[config.mk]
export PLATFORM = sky130hd
export DESIGN_NAME = axil_cmd_master
export DESIGN_NICKNAME = d
export VERILOG_FILES = /design/src/rtl/axil_cmd_master.sv
export SDC_FILE = /design/constraint.sdc
export NUM_CORES = 1
export LEC_CHECK = 0
export BUFFER_PORTS_ARGS = -buffer_cell sky130_fd_sc_hd__buf_4
export CORE_ASPECT_RATIO = 0.7
export CORE_MARGIN = 2
export CORE_UTILIZATION = 45
export CTS_CLUSTER_SIZE = 40
export DETAILED_ROUTE_END_ITERATION = 8
export PLACE_DENSITY_LB_ADDON = 0.15
export SYNTH_ARGS = -nofsm -noshare
export SYNTH_HDL_FRONTEND = slang
export SYNTH_SLANG_ARGS = --single-unit
[constraint.sdc]
create_clock -name clk_i -period 7.35 [get_ports clk_i]
set_input_delay 0.735 -clock clk_i [delete_from_list [all_inputs] [get_ports clk_i]]
set_output_delay 0.735 -clock clk_i [all_outputs]
set_load 0.005 [all_outputs]
[src/rtl/axil_cmd_master.sv]
// Bridges a single-beat valid/ready command stream onto an AXI4-Lite master port,
// one transaction in flight, returning one response word per command.
module axil_cmd_master #(
  parameter int ADDR_WIDTH = 32,
  parameter int DATA_WIDTH = 32,
  localparam int STRB_WIDTH = DATA_WIDTH / 8
) (
  input  logic                  clk_i,
  input  logic                  rst_i,
  input  logic                  cmd_valid_i,
  output logic                  cmd_ready_o,
  input  logic                  cmd_we_i,
  input  logic [ADDR_WIDTH-1:0] cmd_addr_i,
  input  logic [DATA_WIDTH-1:0] cmd_wdata_i,
  input  logic [STRB_WIDTH-1:0] cmd_wstrb_i,
  output logic                  rsp_valid_o,
  input  logic                  rsp_ready_i,
  output logic                  rsp_we_o,
  output logic [DATA_WIDTH-1:0] rsp_rdata_o,
  output logic [1:0]            rsp_resp_o,
  output logic [ADDR_WIDTH-1:0] m_axil_awaddr_o,
  output logic                  m_axil_awvalid_o,
  input  logic                  m_axil_awready_i,
  output logic [2:0]            m_axil_awprot_o,
  output logic [DATA_WIDTH-1:0] m_axil_wdata_o,
  output logic [STRB_WIDTH-1:0] m_axil_wstrb_o,
  output logic                  m_axil_wvalid_o,
  input  logic                  m_axil_wready_i,
  input  logic [1:0]            m_axil_bresp_i,
  input  logic                  m_axil_bvalid_i,
  output logic                  m_axil_bready_o,
  output logic [ADDR_WIDTH-1:0] m_axil_araddr_o,
  output logic                  m_axil_arvalid_o,
  input  logic                  m_axil_arready_i,
  output logic [2:0]            m_axil_arprot_o,
  input  logic [DATA_WIDTH-1:0] m_axil_rdata_i,
  input  logic [1:0]            m_axil_rresp_i,
  input  logic                  m_axil_rvalid_i,
  output logic                  m_axil_rready_o
);

  typedef enum logic [2:0] {
    IDLE, WRITE, WR_RESP, READ, RD_DATA, RSP
  } state_t;

  state_t                state_q, state_d;
  logic [ADDR_WIDTH-1:0] addr_q, addr_d;
  logic [DATA_WIDTH-1:0] wdata_q, wdata_d;
  logic [STRB_WIDTH-1:0] wstrb_q, wstrb_d;
  logic                  awvalid_q, awvalid_d;
  logic                  wvalid_q, wvalid_d;
  logic                  arvalid_q, arvalid_d;
  logic                  bready_q, bready_d;
  logic                  rready_q, rready_d;
  logic                  rsp_valid_q, rsp_valid_d;
  logic                  rsp_we_q, rsp_we_d;
  logic [DATA_WIDTH-1:0] rsp_rdata_q, rsp_rdata_d;
  logic [1:0]            rsp_resp_q, rsp_resp_d;

  // In WRITE the AW and W valid registers double as the per-channel done flags:
  // each clears after its own handshake and the phase ends when both are clear.
  always_comb begin
    state_d     = state_q;
    addr_d      = addr_q;
    wdata_d     = wdata_q;
    wstrb_d     = wstrb_q;
    awvalid_d   = awvalid_q;
    wvalid_d    = wvalid_q;
    arvalid_d   = arvalid_q;
    bready_d    = bready_q;
    rready_d    = rready_q;
    rsp_valid_d = rsp_valid_q;
    rsp_we_d    = rsp_we_q;
    rsp_rdata_d = rsp_rdata_q;
    rsp_resp_d  = rsp_resp_q;

    case (state_q)
      IDLE: begin
        if (cmd_valid_i) begin
          addr_d  = cmd_addr_i;
          wdata_d = cmd_wdata_i;
          wstrb_d = cmd_wstrb_i;
          if (cmd_we_i) begin
            awvalid_d = 1'b1;
            wvalid_d  = 1'b1;
            state_d   = WRITE;
          end else begin
            arvalid_d = 1'b1;
            state_d   = READ;
          end
        end
      end
      WRITE: begin
        if (awvalid_q && m_axil_awready_i) awvalid_d = 1'b0;
        if (wvalid_q && m_axil_wready_i)   wvalid_d  = 1'b0;
        if (!awvalid_d && !wvalid_d) begin
          bready_d = 1'b1;
          state_d  = WR_RESP;
        end
      end
      WR_RESP: begin
        if (m_axil_bvalid_i) begin
          bready_d    = 1'b0;
          rsp_resp_d  = m_axil_bresp_i;
          rsp_rdata_d = '0;
          rsp_we_d    = 1'b1;
          rsp_valid_d = 1'b1;
          state_d     = RSP;
        end
      end
      READ: begin
        if (m_axil_arready_i) begin
          arvalid_d = 1'b0;
          rready_d  = 1'b1;
          state_d   = RD_DATA;
        end
      end
      RD_DATA: begin
        if (m_axil_rvalid_i) begin
          rready_d    = 1'b0;
          rsp_resp_d  = m_axil_rresp_i;
          rsp_rdata_d = m_axil_rdata_i;
          rsp_we_d    = 1'b0;
          rsp_valid_d = 1'b1;
          state_d     = RSP;
        end
      end
      RSP: begin
        if (rsp_ready_i) begin
          rsp_valid_d = 1'b0;
          state_d     = IDLE;
        end
      end
      default: state_d = IDLE;
    endcase
  end

  // Reset drops every valid/ready at once; in-flight AXI beats are abandoned.
  always_ff @(posedge clk_i or posedge rst_i) begin
    if (rst_i) begin
      state_q     <= IDLE;
      addr_q      <= '0;
      wdata_q     <= '0;
      wstrb_q     <= '0;
      awvalid_q   <= 1'b0;
      wvalid_q    <= 1'b0;
      arvalid_q   <= 1'b0;
      bready_q    <= 1'b0;
      rready_q    <= 1'b0;
      rsp_valid_q <= 1'b0;
      rsp_we_q    <= 1'b0;
      rsp_rdata_q <= '0;
      rsp_resp_q  <= '0;
    end else begin
      state_q     <= state_d;
      addr_q      <= addr_d;
      wdata_q     <= wdata_d;
      wstrb_q     <= wstrb_d;
      awvalid_q   <= awvalid_d;
      wvalid_q    <= wvalid_d;
      arvalid_q   <= arvalid_d;
      bready_q    <= bready_d;
      rready_q    <= rready_d;
      rsp_valid_q <= rsp_valid_d;
      rsp_we_q    <= rsp_we_d;
      rsp_rdata_q <= rsp_rdata_d;
      rsp_resp_q  <= rsp_resp_d;
    end
  end

  assign cmd_ready_o      = (state_q == IDLE);
  assign rsp_valid_o      = rsp_valid_q;
  assign rsp_we_o         = rsp_we_q;
  assign rsp_rdata_o      = rsp_rdata_q;
  assign rsp_resp_o       = rsp_resp_q;
  assign m_axil_awaddr_o  = addr_q;
  assign m_axil_awvalid_o = awvalid_q;
  assign m_axil_awprot_o  = 3'b000;
  assign m_axil_wdata_o   = wdata_q;
  assign m_axil_wstrb_o   = wstrb_q;
  assign m_axil_wvalid_o  = wvalid_q;
  assign m_axil_bready_o  = bready_q;
  assign m_axil_araddr_o  = addr_q;
  assign m_axil_arvalid_o = arvalid_q;
  assign m_axil_arprot_o  = 3'b000;
  assign m_axil_rready_o  = rready_q;

endmodule

* Yosys cells after proc, flatten, opt, wreduce, memory -nomap -nowiden
Cells that the tools add are included.
** Word-level totals
- Output and inout bits :: 148
- Input bits :: 114
- Bits in registers :: 112
** Cells by class
- Equal/unequal tests :: 13
- Reductions and logical operators :: 20
- Multiplexer cells :: 37
** Operators by type and width (number)
- 32-bit two-way mux :: 2
- 32-bit one-hot mux with 2 select lines :: 1
- 3-bit two-way mux :: 6
- 3-bit one-hot mux with 6 select lines :: 1
- 1-bit two-way mux :: 16
- 2-bit inequality test (second input constant) :: 7
- 1-bit one-hot mux with 2 select lines :: 6
- 3-bit AND reduction :: 4
- 2-bit nonzero test :: 5
- 4-bit AND reduction :: 2
- 3-bit by 2-bit == test with 1-bit output (second input constant) :: 2
- 3-bit == test (second input constant) :: 2
- 2-bit two-way mux :: 3
- 6-bit AND reduction :: 1
- 2-bit one-hot mux with 2 select lines :: 1
- 3-bit by 1-bit == test with 1-bit output (second input constant) :: 1
- 1-bit logical AND :: 3
- 3-bit zero test :: 1
- 1-bit one-hot mux with 3 select lines :: 1
- 3-bit nonzero test :: 1
- 1-bit zero test :: 2
- 2-bit by 1-bit inequality test with 1-bit output (second input constant) :: 1
- 2-bit AND reduction :: 1

* Logic depth before layout (Yosys ltp)
- Word-level depth :: 7
- Gate-level depth with buffers :: 7
- Mapped depth without buffers :: 4

* Least setup slack after synthesis
OpenSTA, ideal clock, no wires.
- Path kind :: input port to flip-flop
- Start :: in cmd_valid_i
- End :: reg addr_q[10], in the netlist m_axil_araddr_o[10]
- Stages on the path :: 5
- Required time :: 7.225 ns
- Path slack :: 5.675 ns
- Data arrival time :: 1.550 ns
- Cell sequence :: and2_1 buf_4 buf_6 buf_12 mux2_4
** Between the ends
- Longest elaborated chain between the ends :: 1
** Ends and longest elaborated chain
- from (decl) :: RTL line 10 : input logic cmd_valid_i,
- 2-bit AND reduction (no line)
- to (signal assigned) :: RTL line 156 : addr_q <= addr_d;
- to (decl) :: RTL line 47 : logic [ADDR_WIDTH-1:0] addr_q, addr_d;
Every way passes these cells.
A chain may end at the register's enable or synchronous reset.

* Worst setup path in the final report
- Start :: reg state_q[2]
- End :: reg rsp_rdata_q[6], in the netlist rsp_rdata_o[6]
** Between the ends
- Longest elaborated chain between the ends :: 3
** Ends and longest elaborated chain
- from (decl) :: RTL line 46 : state_t state_q, state_d;
- from (signal assigned) :: RTL line 155 : state_q <= state_d;
- 3-bit == test / 3-bit by 2-bit == test with 1-bit output (equally long branches) :: RTL line 77 : case (state_q)
- 2-bit inequality test (no line) / 2-bit nonzero test (equally long branches)
- 3-bit AND reduction (no line)
- to (signal assigned) :: RTL line 166 : rsp_rdata_q <= rsp_rdata_d;
- to (decl) :: RTL line 57 : logic [DATA_WIDTH-1:0] rsp_rdata_q, rsp_rdata_d;
Parallel ways exist; a longest one is shown, timed or not.

==> results.cfg <==
[grt]
top_usage_layer = met2
grtUsageTotal_pct = 19.0
grt_pass1_wl_um = 16700
overflow = 0
grtUsageMet2_pct = 31.5
grt_pass1_vias = 3110
grt.met3_usage_pct = 4.73
antenna_found_initial = 0
grt_start_max_net_pins = 70
use_met1_pct = 25.4

[yosys]
syn_inst = 333
ys.flop_type = dfrtp_1
synth_top_area_share_pct = 59.6
synth-edff-count = 0
syn-cell-area_um2 = 4700
synthArstFlopShare_pct = 100
yosysTopAreaCell = dfrtp_1
yosysMostFrequentCell = dfrtp_1
yosys-top-cells-area = dfrtp_1 60%, mux2_2 14%, buf_4 7.5%
syn_avg_cell_area_um2 = 14.1
ys_types = 31
synthTopCellsByCount = 112 x dfrtp_1, 58 x mux2_2, 47 x buf_4
ys_warn_count = 0
ys_ff_latch = 112
yosysSeqAreaShare_pct = 59.6

[power_and_ir_drop]
p_leak_nw = 3.31
clockPowerShare_pct = 17.0
power_density_nw_per_um2 = 424
peakVddDrop_uv = 264
intPower_w = 0.00197
seqPwrFrac_pct = 39.8
power_w = 0.00282
p_sw_w = 0.000847
switching_share_pct = 30.0
pwr-share-comb_pct = 43.1

[flow_run]
cap_viol_max_count = 0

[die]
rows = 31
pin_count = 262
die_w_um = 126
die_y_um = 89.5
core_um2 = 10200
initial_utilization_pct = 45.9
dieArea_um2 = 11300

[worst_setup_path]
r2r_end = rsp_rdata_o[6]
critPathCapture = rsp_rdata_o[6]
critPathCaptureType = flip-flop
ff2ff_path_depth = 4
critical_path_class = flip-flop to flip-flop
crit_start = state_q[2]
arrival_ns = 2.67
crit_fanout = 32
worstPathRequired_ns = 7.62
r2r_slack_ns = 4.95
r2r-start = state_q[2]
critPathLaunchType = flip-flop

[layout]
multi_input_area_um2 = 1460
seq_area_um2 = 2800
diodes = 0
layout-drive-gt1-share_pct = 61.7
syn_to_final_growth_pct = 41.5
finalNetCount = 661
nFillCells = 806

[detailed_routing]
wl_per_cell_um = 16.7
drt-total-wl_um = 11400
drtIter0Drc = 155
antenna_left = 0
drc = 0
vias = 3363
via_per_inst = 4.92
drt_first_pass_iters = 4

[sta]
fmax_ghz = 0.417
fin_tns_setup_ns = 0
finalCritPeriodShare_pct = 32.6
fin_crit_ns = 2.40
tightest_slew_ns = 1.15
slew_headroom_pct = 23.2
rsz0062_at_grt = false
skew_ns = 0.00703
final_hold_viol_count = 0
finalSetupViolCount = 0
drv_slew = 0

[clock_tree]
cts_tree = built
cts.sinks = 112
clockRootBuffer = clkbuf_16
clk_path_buf_depth = 2
cts_made_buffers = 9
cts_setup_buffers = 0
ctsResizeCount = 0
clk_pin_slew_ns = 0.07
clk_latency_ns = 0.34
htree_levels = 3
postCtsHoldBufs = 0

[placed_design]
place.gp.congestion = 0.808
dp_hpwl_um = 8400
port_buffers = 255

[min_path]
hp-class = input port to async pin

[status]
status = completed
state kept, by name, summed over array words and instances, names as in the netlist:
| signal | cells |
|---|---|
| m_axil_awvalid_o | 1 |
| rsp_rdata_o | 32 |
| m_axil_arvalid_o | 1 |
| rsp_resp_o | 2 |
| state_q | 3 |
| m_axil_araddr_o | 32 |
| rsp_we_o | 1 |
| m_axil_bready_o | 1 |
| m_axil_wvalid_o | 1 |
| rsp_valid_o | 1 |
| m_axil_rready_o | 1 |
| m_axil_wdata_o | 32 |
| m_axil_wstrb_o | 4 |
worst min-delay path by stage:
stage	from	endpoint	slack, ns	cells past startpoint
after detailed placement	rsp_rdata_o[13]	rsp_rdata_o[13]	0.49	1
after global routing	m_axil_wdata_o[14]	m_axil_wdata_o[14]	0.52	1
after CTS	rsp_resp_o[0]	rsp_resp_o[0]	0.51	2
final	rst_i	m_axil_araddr_o[4]	0.50	2
after global placement	rsp_resp_o[1]	rsp_resp_o[1]	0.47	2
after floorplan	rsp_resp_o[0]	rsp_resp_o[0]	0.47	2
through the flow:
stage | hold slack [ns] | utilization, % | instance area [um2] | worst slack (ns) | instances
after floorplan | 0.470 | - | 4720 | 3.66 | 338
after global placement | 0.466 | 62.1 | 6360 | 5.11 | 668
after detailed placement | 0.494 | 62.1 | 6360 | 5.04 | 668
after CTS | 0.509 | 65.0 | 6650 | 5.02 | 683
after global routing | 0.516 | 65.0 | 6650 | 4.73 | 683
final | 0.499 | 65.0 | 6650 | 4.95 | 683
worst max-delay path, cell delays in order, from the launching register on:
cell	delay, ns
dfrtp_1	0.63
nand2b_1	0.16
nor2_1	0.32
and2_1	0.96
a22o_1	0.26
cells by family (layout without fill, tap and decap cells):
family | count (synthesis) | count (layout) | share of synthesized area [%]
muxes | 71 | 71 | 17.7
and+or+nand+nor | 33 | 33 | 3.75
buffers and inverters | 62 | 275 | 9.85
DFF | 112 | 112 | 59.6
AOI/OAI and AO/OA | 54 | 54 | 8.95
other | 1 | 6 | 0.0798
cell type report:
class                      count  area share (%)
clock buffer                  12            3.71
clock inverter                 3           0.640
inverter                       4           0.263
multi-input combinational    164            21.9
sequential                   112            42.1
tap                          132            2.48
timing repair buffer         256            28.9
layout by cell type (no fill, tap or decap), types with 6 or more instances in the layout:
cell	count
clkbuf_16	9
mux2_2	58
a22o_1	32
mux2_4	10
o21ai_0	6
conb_1	6
dfrtp_1	112
a31oi_1	6
nor2_1	6
nand2_1	9
buf_4	256
power groups by stage:
stage / clock network, W / logic, W / registers [W]
after floorplan: 0 / 0.000678 / 0.00110
after global placement: 0 / 0.00121 / 0.00112
after detailed placement: 0 / 0.00124 / 0.00113
after CTS: 0.000492 / 0.00124 / 0.00112
after global routing: 0.000519 / 0.00132 / 0.00116
final: 0.000480 / 0.00122 / 0.00112
layer usage:
layer	routed length (um)	up-vias
met5	0	-
met4	139	0
met3	659	11
met2	5830	137
met1	4790	1654
li1	-	1561
(Power assumes the default switching activity.)
